### config.mk
export PLATFORM = sky130hd
export DESIGN_NAME = repadd_feeder
export DESIGN_NICKNAME = d
export VERILOG_FILES = /design/src/rtl/repadd_feeder.sv
export SDC_FILE = /design/constraint.sdc
export NUM_CORES = 1
export LEC_CHECK = 0
export CORE_UTILIZATION = 44
export CTS_CLUSTER_SIZE = 25
export DETAILED_ROUTE_END_ITERATION = 16
export GPL_TIMING_DRIVEN = 0
export PLACE_DENSITY = 0.71
export SLEW_MARGIN = 30
export SYNTH_ARGS = -nofsm -noshare
export SYNTH_HDL_FRONTEND = slang
export SYNTH_SLANG_ARGS = --single-unit
### constraint.sdc
create_clock -name clk -period 2.7 [get_ports clk]
set_input_delay 0.405 -clock clk [delete_from_list [all_inputs] [get_ports clk]]
set_output_delay 0.405 -clock clk [all_outputs]
set_load 0.01 [all_outputs]
### src/rtl/repadd_feeder.sv
// -----------------------------------------------------------------------------
// repadd_feeder
//   Sequences one operand pair into a repeated-addition multiplier over a
//   shared operand bus, waits for the multiplier's done level (or a cycle
//   timeout), presents the result downstream with a valid/ready handshake and
//   then clears the multiplier with a one-cycle pulse.
//
// Ports
//   clk, rst_n           clock, asynchronous active-low reset
//   in_valid / in_ready  upstream handshake for the operand pair
//   in_a, in_b           multiplicand, multiplier (repeat count)
//   start                one-cycle start strobe to the multiplier control
//   din                  shared operand bus (A for two cycles, then B)
//   done, prod           multiplier finished level and product register
//   mul_rst              one-cycle multiplier clear, active high
//   out_valid/out_ready  downstream handshake for the result
//   out_prod, out_err    captured product, timeout flag
//
// All outputs come straight from flops, so none of in_valid, done or
// out_ready has a combinational path to an output.
// -----------------------------------------------------------------------------
module repadd_feeder #(
  parameter int unsigned W   = 16,
  parameter int unsigned TMO = 70000
) (
  input  logic         clk,
  input  logic         rst_n,
  input  logic         in_valid,
  output logic         in_ready,
  input  logic [W-1:0] in_a,
  input  logic [W-1:0] in_b,
  output logic         start,
  output logic [W-1:0] din,
  input  logic         done,
  input  logic [W-1:0] prod,
  output logic         mul_rst,
  output logic         out_valid,
  input  logic         out_ready,
  output logic [W-1:0] out_prod,
  output logic         out_err
);

  typedef enum logic [2:0] {
    S_IDLE  = 3'd0,
    S_START = 3'd1,
    S_LDA   = 3'd2,
    S_LDB   = 3'd3,
    S_RUN   = 3'd4,
    S_OUT   = 3'd5,
    S_CLR   = 3'd6
  } state_t;

  localparam logic [16:0] LP_CNT_LAST = 17'(TMO - 1);

  state_t      r_state;
  logic [W-1:0] r_a;
  logic [W-1:0] r_b;
  logic [16:0] r_cnt;
  logic        r_in_ready;
  logic        r_start;
  logic [W-1:0] r_din;
  logic        r_mul_rst;
  logic        r_out_valid;
  logic [W-1:0] r_out_prod;
  logic        r_out_err;

  // Outputs are registered alongside the state transition so each one
  // already holds the value belonging to the state being entered.
  always_ff @(posedge clk or negedge rst_n) begin
    if (!rst_n) begin
      r_state     <= S_IDLE;
      r_a         <= '0;
      r_b         <= '0;
      r_cnt       <= '0;
      r_in_ready  <= 1'b0;
      r_start     <= 1'b0;
      r_din       <= '0;
      r_mul_rst   <= 1'b0;
      r_out_valid <= 1'b0;
      r_out_prod  <= '0;
      r_out_err   <= 1'b0;
    end else begin
      case (r_state)
        S_IDLE: begin
          // in_ready is low during the first cycle after reset release, so
          // acceptance is qualified by it to keep the handshake honest.
          r_in_ready <= 1'b1;
          if (in_valid && r_in_ready) begin
            r_a        <= in_a;
            r_b        <= in_b;
            r_in_ready <= 1'b0;
            r_start    <= 1'b1;
            r_din      <= in_a;
            r_state    <= S_START;
          end
        end
        S_START: begin
          r_start <= 1'b0;
          r_din   <= r_a;
          r_state <= S_LDA;
        end
        S_LDA: begin
          r_din   <= r_b;
          r_state <= S_LDB;
        end
        S_LDB: begin
          r_cnt   <= '0;
          r_state <= S_RUN;
        end
        S_RUN: begin
          r_cnt <= r_cnt + 17'd1;
          // done is tested first so it wins over a coincident timeout.
          if (done) begin
            r_out_prod  <= prod;
            r_out_err   <= 1'b0;
            r_out_valid <= 1'b1;
            r_din       <= '0;
            r_state     <= S_OUT;
          end else if (r_cnt == LP_CNT_LAST) begin
            r_out_prod  <= '0;
            r_out_err   <= 1'b1;
            r_out_valid <= 1'b1;
            r_din       <= '0;
            r_state     <= S_OUT;
          end
        end
        S_OUT: begin
          if (out_ready) begin
            r_out_valid <= 1'b0;
            r_mul_rst   <= 1'b1;
            r_state     <= S_CLR;
          end
        end
        S_CLR: begin
          r_mul_rst  <= 1'b0;
          r_in_ready <= 1'b1;
          r_state    <= S_IDLE;
        end
        default: begin
          r_in_ready  <= 1'b0;
          r_start     <= 1'b0;
          r_din       <= '0;
          r_mul_rst   <= 1'b0;
          r_out_valid <= 1'b0;
          r_state     <= S_IDLE;
        end
      endcase
    end
  end

  assign in_ready  = r_in_ready;
  assign start     = r_start;
  assign din       = r_din;
  assign mul_rst   = r_mul_rst;
  assign out_valid = r_out_valid;
  assign out_prod  = r_out_prod;
  assign out_err   = r_out_err;

endmodule

==> results of run 1 <==
synthesized netlist by cell type (all sizes together), types with 3 or more instances:
cell | count | share of area, %
nor2 | 5 | 0.50
nand3 | 8 | 0.94
buf | 9 | 1.2
clkbuf | 14 | 1.2
dfrtp | 89 | 52
a22oi | 17 | 3.0
mux2 | 64 | 17
o21ai | 31 | 3.7
nand4 | 3 | 0.44
inv | 22 | 1.9
o31ai | 4 | 0.71
nor4 | 3 | 0.74
nor3 | 4 | 0.59
nand2 | 51 | 4.5
o211ai | 7 | 1.2
and3 | 3 | 0.44
a2bb2oi | 3 | 0.62
mux2i | 5 | 1.2
a21oi | 21 | 2.5
and4 | 4 | 0.82
timing repair:
item                                   in CTS  in global routing
endpoints found under the hold margin      31                  0
gates resized for setup                     0                  0
hold buffers                                1                  0
cells by family (layout without fill, tap and decap cells):
| family | count (synthesis) | count (layout) | synth area share (%) |
|---|---|---|---|
| fa+ha+maj | 1 | 1 | 0.2945 |
| mux | 69 | 69 | 18.14 |
| xor+xnor | 1 | 1 | 0.2062 |
| simple gates | 89 | 89 | 10.49 |
| compound gates | 94 | 94 | 14.08 |
| buf+inv | 45 | 152 | 4.359 |
| flops | 89 | 89 | 52.43 |
cell type report:
type	instances	area, um^2
multi-input cells	254	1836
flip-flops and latches	89	2227
inverters	22	82.58
well taps	129	161.4
repair buffers	91	929.6
clock inverters	7	47.55
clock buffers	9	123.9
plain buffers	23	102.6
fillers	841	3774
worst paths after layout:
check	startpoint	to	slack [ps]	cells after the start
setup / recovery	r_cnt[0]	din[3]	340	6
max in group asynchronous	rst_n	r_cnt[13]	1650	3
hold reg to reg	r_cnt[16]	r_cnt[16]	500	1
hold / removal	rst_n	r_b[5]	480	2
setup reg to reg	r_cnt[0]	din[3]	340	6
min in group clk	r_cnt[16]	r_cnt[16]	500	1
critical path, delay by kind of cell, from the launching register on:
family	cells	cell delay [ps]
adder cells (fa/ha/maj)	1	230
flip-flops	1	430
multiplexers	1	340
AO/OA/AOI/OAI	1	140
buffers and inverters	1	250
AND/OR/NAND/NOR	2	840
routing by layer:
| metal | vias to the layer above | routed length (um) |
|---|---|---|
| met2 | 73 | 4532 |
| met1 | 1611 | 4513 |
| li1 | 1595 | - |
| met5 | - | 0 |
| met4 | 0 | 111 |
| met3 | 8 | 353 |
state kept, by name (all words and copies together), names as in the netlist:
| signal | count |
|---|---|
| out_err | 1 |
| in_ready | 1 |
| r_cnt | 17 |
| r_state | 3 |
| r_b | 16 |
| start | 1 |
| out_prod | 16 |
| r_a | 16 |
| mul_rst | 1 |
| out_valid | 1 |
| din | 16 |
power by group:
| group | switching [W] | total [W] | internal (W) |
|---|---|---|---|
| Combinational | 0.00113 | 0.00250 | 0.00137 |
| Clock | 0.000483 | 0.000815 | 0.000332 |
| Sequential | 0.000327 | 0.00218 | 0.00185 |
stage by stage:
stage | worst slack (ps) | hold WS, ps | instance area (um^2) | util (%)
after global routing | 174.6 | 501.5 | 5510 | 59.35
after floorplan | 738.3 | 109.4 | 4248 | -
after CTS | 307.3 | 488.2 | 5510 | 59.35
after global placement | -1998 | 472.9 | 5300 | 57.09
after detailed placement | 170.3 | 308.3 | 5329 | 57.40
final | 336.4 | 484.6 | 5510 | 59.35
==> run_results.csv, run 1 <==
group,metric,value,unit
outcome,status,"finished, final reports clean",
final_layout,area_growth,29.72,%
placed_design,post-place-cells,607,
sta,fin_crit,2364,ps
floorplan,coreArea,9284,um^2
min_path,hold_class,"in -> async",
grt,grt.met3_usage,3.412,%
final_layout,final_nets,544,
worst_setup_path,required,2930,ps
synth,synth_area_per_cell,10.95,um^2
cts,cts_made_buffers,9,
floorplan,die_y,100.3,um
grt,grt_overflow,0,
grt,grt_pass1_wl,16130,um
sta,maxSlewHeadroom,57.38,%
floorplan,dieArea,10050,um^2
sta,tightest_slew,635.8,ps
grt,grt_pass1_vias,3416,
cts,cts_setup_buffers,0,
placed_design,gp_congestion,0.7942,
synth,netlist_instances,388,
sta,slew_viol_final,0,
floorplan,start_util,45.75,%
routing,antenna_left,0,
routing,drt-wirelength-per-cell,15.24,um
synth,synth_edf_count,0,
routing,via_per_inst,5.268,
grt,use_met1,28.28,%
placed_design,dpl.hpwl,6789,um
final_layout,drive_gt1_share,16.97,%
synth,yosysWarnings,0,
cts,cts_tree,"done",
synth,synth_flop_cell,"dfrtp_1",
worst_setup_path,cp.arrival,2600,ps
cts,root_buffer,"clkbuf_8",
cts,clkLatencyLatePin,360,ps
run,maxCapViolations,0,
final_layout,num_antenna_cells,0,
synth,synth.distinct_cells,45,
worst_setup_path,cp-start-kind,"register",
synth,synth_area,4248,um^2
routing,drtIter0Drc,159,
power,p_leak,2.390,nW
cts,cts.sinks,89,
floorplan,row_count,35,
grt,grt_max_degree,59,
routing,drt-total-wl,9511,um
grt,grt_util_all_layers,20.17,%
floorplan,fp.dieW,100.3,um
synth,syn_nets,442,
synth,ys_seq_area_share,52.43,%
routing,num_vias,3287,
floorplan,ios,90,
sta,rsz0062_at_grt,"false",
sta,fin_tns_setup,0,ps
power,power,0.005498,W
routing,dr.pass1.iters,4,
synth,synth_seq_cells,89,
worst_setup_path,endpoint_kind,"register",
sta,clock.fmax,423.1,MHz
worst_setup_path,cp_cell_sequence,"ha_1, and3_1, a311oi_2, nor3_2, buf_6, mux2_1",
grt,antenna_found_initial,0,
power,peakVddDrop,0.4115,mV
worst_setup_path,worstSetupPathType,"reg -> reg",
placed_design,port_buffers,89,
worst_setup_path,cpPeakStageDelay,550,ps
synth,async_flop_share,100.0,%
sta,finalHoldViolCount,0,
cts,htree_levels,3,
final_layout,final_cell_mix,"dfrtp_1, clkdlybuf4s50_1, mux2_2, nand2_1, o21ai_0",
sta,post-route-period-util,87.54,%
cts,cts_buffer_depth,2,
worst_setup_path,cp_max_fo,10,
grt,grt_use_met2,32.19,%
routing,drc_errors,0,
worst_setup_path,crit_slowest_cell,"nor3_2",
sta,finalClockSkew,12.36,ps
cts,clk_pin_slew,100,ps
final_layout,stdcell_count,624,
power,powerDensity,997.7,nW/um^2
sta,setup_viol,0,
grt,top_usage_layer,"met2",
final_layout,final_common_cell,"dfrtp_1",
No activity file was read; power rests on OpenSTA's default activity.
==> run 2: changes to the inputs <==
--- a/config.mk
+++ b/config.mk
@@ -5,6 +5,8 @@
 export SDC_FILE = /design/constraint.sdc
 export NUM_CORES = 1
 export LEC_CHECK = 0
+export CORE_ASPECT_RATIO = 1.1
+export CORE_MARGIN = 4
 export CORE_UTILIZATION = 44
 export CTS_CLUSTER_SIZE = 25
 export DETAILED_ROUTE_END_ITERATION = 16
==> run_results.csv, run 2 (same netlist as run 1, synthesis figures left out) <==
group,metric,value,unit
outcome,status,"finished, final reports clean",
final_layout,fillerInstances,774,
routing,drtIter0Drc,228,
floorplan,row_count,37,
routing,via_per_inst,5.400,
worst_setup_path,r2r_end,"din[15]",
min_path,min_to,"r_cnt[16]",
power,powerDensity,1043,nW/um^2
grt,use_met1,24.35,%
final_layout,largest_reg_flops,17,
grt,grt.met3_usage,4.028,%
grt,grt_pass1_wl,16010,um
worst_setup_path,cp-start-kind,"register",
routing,drt-total-wl,9635,um
min_path,hold_class,"reg -> reg",
worst_setup_path,regToRegSetupSlack,320,ps
final_layout,regMostFlops,"r_cnt",
routing,num_vias,3305,
run,maxCapViolations,0,
grt,grt_pass1_vias,3288,
final_layout,drive_gt1_share,16.97,%
worst_setup_path,worstReg2RegStart,"r_cnt[0]",
cts,cts_buffer_depth,2,
sta,fin_tns_setup,0,ps
final_layout,final_cell_mix,"dfrtp_1, clkdlybuf4s50_1, mux2_2, nand2_1, o21ai_0",
cts,postCtsHoldBufs,1,
cts,cts.sinks,89,
grt,grt_max_degree,47,
final_layout,final_nets,544,
sta,post-route-period-util,87.98,%
cts,clkLatencyLatePin,360,ps
floorplan,fp.dieW,101.7,um
placed_design,port_buffers,89,
final_layout,finalInstanceArea,5574,um^2
min_path,worstHoldPathCells,1,
floorplan,coreArea,9398,um^2
final_layout,stdcell_count,612,
floorplan,ios,90,
placed_design,post-place-cells,595,
sta,rsz0062_at_grt,"false",
sta,layout_setup_ws,324.5,ps
placed_design,place_area,5314,um^2
cts,root_buffer,"clkbuf_8",
worst_setup_path,required,2940,ps
final_layout,regArea,2227,um^2
cts,clk_pin_slew,100,ps
worst_setup_path,worstSetupPathType,"reg -> reg",
grt,top_usage_layer,"met2",
placed_design,pre_cts_slack,174.0,ps
sta,slew_viol_final,0,
power,p_leak,2.427,nW
sta,fin_crit,2375,ps
cts,cts_made_buffers,9,
sta,finalClockSkew,12.97,ps
cts,htree_levels,3,
grt,grt_util_all_layers,17.59,%
cts,cts_tree,"done",
final_layout,final_common_cell,"dfrtp_1",
sta,finalHoldViolCount,0,
worst_setup_path,cp_max_fo,10,
final_layout,multi_input_area,1836,um^2
placed_design,gp_congestion,0.7698,
placed_design,dpl.hpwl,6824,um
sta,clock.fmax,421.0,MHz
floorplan,die_y,111.1,um
final_layout,area_growth,31.22,%
sta,holdWs,487.7,ps
routing,dr.pass1.iters,4,
routing,drt-wirelength-per-cell,15.74,um
sta,maxSlewHeadroom,54.95,%
routing,antenna_left,0,
worst_setup_path,r2r_cells,6,
sta,setup_viol,0,
cts,post_cts_resized,0,
final_layout,num_antenna_cells,0,
grt,antenna_found_initial,0,
min_path,hp-start,"r_cnt[16]",
grt,grt_overflow,0,
grt,grt_use_met2,27.05,%
routing,drc_errors,0,
floorplan,start_util,45.20,%
floorplan,dieArea,11290,um^2
worst_setup_path,cp.arrival,2620,ps
sta,tightest_slew,672.1,ps
worst_setup_path,endpoint_kind,"register",
power,peakVddDrop,0.5346,mV
cts,cts_setup_buffers,0,
==> run 2: changes by cell type in the layout (fill, tap and decap cells not counted) <==
| cell | before | now |
|---|---|---|
| clkinv_2 | 3 | 0 |
| clkinvlp_4 | 2 | 1 |
| clkinv_4 | 2 | 1 |
| inv_8 | 0 | 1 |
| inv_6 | 0 | 1 |
| bufinv_16 | 0 | 3 |
==> run 2: stage by stage <==
stage                     power (W)  utilization [%]
after floorplan            0.003750                -
after global placement     0.004638            56.24
after detailed placement   0.004724            56.54
after CTS                  0.005880            59.31
after global routing       0.006243            59.31
final                      0.005816            59.31
==> run 2: metal layers <==
layer  part of all wire (%)  vias up
li1                       -     1593
met4                    1.3        0
met5                      0        -
met2                     48       82
met1                     45     1619
met3                    5.5       11
==> run 2: worst max path at each step <==
stage	startpoint	cells after the start	to
final	r_cnt[0]	6	din[15]
after global routing	r_cnt[0]	6	din[8]
after CTS	r_cnt[0]	6	din[7]
after detailed placement	in_valid	6	din[15]
after global placement	rst_n	1	r_cnt[13]
after floorplan	r_cnt[0]	6	din[0]
==> run 2: power by group <==
group / switching (W) / internal [W] / leakage [nW]
Clock: 0.000503 / 0.000626 / 0.122
Sequential: 0.000326 / 0.00185 / 1.07
Combinational: 0.00114 / 0.00137 / 1.23
==> run 2: critical path: stages (launching register included) <==
cell and delay, ps:
dfrtp_1 430, ha_1 230, and3_1 280, a311oi_2 140
nor3_2 580, buf_6 260, mux2_1 340
==> run 2: area by class of cell <==
cell class | instances | area share [%]
tap | 117 | 2.626
inverter | 22 | 1.481
sequential | 89 | 39.96
multi-input combinational | 254 | 32.93
timing repair buffer | 91 | 16.68
clock inverter | 7 | 2.267
clock buffer | 9 | 2.222
buffer | 23 | 1.841
==> RTL change: new RTL, settings of run 2 <==
Make the reset (`rst_n`) synchronous in one clocked block. Comments in the files are not updated.
--- a/src/rtl/repadd_feeder.sv
+++ b/src/rtl/repadd_feeder.sv
@@ -66,7 +66,7 @@
 
   // Outputs are registered alongside the state transition so each one
   // already holds the value belonging to the state being entered.
-  always_ff @(posedge clk or negedge rst_n) begin
+  always_ff @(posedge clk) begin
     if (!rst_n) begin
       r_state     <= S_IDLE;
       r_a         <= '0;
Formal check against the unedited RTL: differs if rst_n is asserted again (counterexample within 4 cycles, from zero or initial values and one cycle with rst_n low); with rst_n held inactive, the same outputs for 10 cycles.
==> RTL change against run 2 <==
- first-iteration DRC count is 11% lower
- global-route usage rose by 3.3 points
- via count is 16% higher
- power fell by 29%
- routed wire length is 12% higher
- hold slack got worse by 0.031 ns
- cell count up 17%
- area after synthesis shrank 7.3%
- sequential power down 24%
- sequential cell count is the same
- non-clock buffer count grew 14
- worst setup slack better by 0.075 ns
- combinational power down 37%
- final area decreased by 7.4%
- critical endpoint is now out_prod[14]
- largest power group is now registers
- highest routed layer unchanged
==> RTL change: results <==
[placed_design]
post-place-ws_ns = 0.275
gp_congestion = 0.832
postPlaceCellArea_mm2 = 0.00497
hpwl_um = 7970

[logic_synthesis]
synth_mux_area_frac = 0.0870
syn-num-nets = 556
synth_ff_type = dfxtp_1
synthTopCellsByCount = nand2_1, dfxtp_1, a21oi_1, o21ai_0, mux2i_1
yosys.area_share.adder = 0.00318
yosys.area_share.xor_xnor = 0.00222
synth_compound_area_frac = 0.183

[global_route]
grt.met1_usage = 0.257
track_usage = 0.209
use_met2 = 0.363

[routing]
wl_met1_um = 4850
route.met2.wl_um = 5200
dr_wl_met3_um = 599
firstDrtPassIters = 5
vias_per_cell = 5.36
drtIter0Drc = 204
avgRoutedWirePerCell_um = 15.1

[power_and_ir_drop]
finalPower_uw = 4150
p_switching_uw = 1440
p_leak_uw = 0.00173
clkPwrFrac = 0.220
ir_worst_vdd_mv = 0.426

[clock_tree]
clkTransAtPathRegs_ns = 0.08

[timing]
maxSlewHeadroom = 0.507
finalClockSkew_ns = 0.00996

[layout]
final_nets = 656
fillers = 778
drive_gt1_frac = 0.0429

[worst_setup_path]
arrival_ns = 2.52
reg2reg_slack_ns = 0.40
slowest_stage = or4b_1

[outcome]
status = finished clean
[RTL change: cell types whose count changed in the layout (fill, tap and decap cells not counted), moves of 12 or more]
cell | before | now
o21ai_0 | 26 | 39
a22oi_1 | 17 | 2
dfxtp_1 | 0 | 89
inv_1 | 22 | 4
clkbuf_1 | 14 | 31
mux2i_1 | 5 | 32
mux2_1 | 12 | 0
nor2_1 | 4 | 20
mux2_2 | 52 | 2
nand2_1 | 51 | 150
dfrtp_1 | 89 | 0
a21oi_1 | 21 | 62
[RTL change: layout make-up]
class	instances	share of cell area
inverters	4	0.00291
multi-input cells	370	0.382
plain buffers	39	0.0327
flip-flops and latches	89	0.345
clock buffers	11	0.0274
repair buffers	89	0.173
well taps	111	0.0269
clock inverters	4	0.0104
[RTL change: final timing paths]
check / from / to / cells past startpoint
setup / recovery: r_cnt[4] / out_prod[14] / 7
hold reg to reg: r_a[6] / r_a[6] / 2
setup reg to reg: r_cnt[4] / out_prod[14] / 7
hold / removal: r_a[6] / r_a[6] / 2
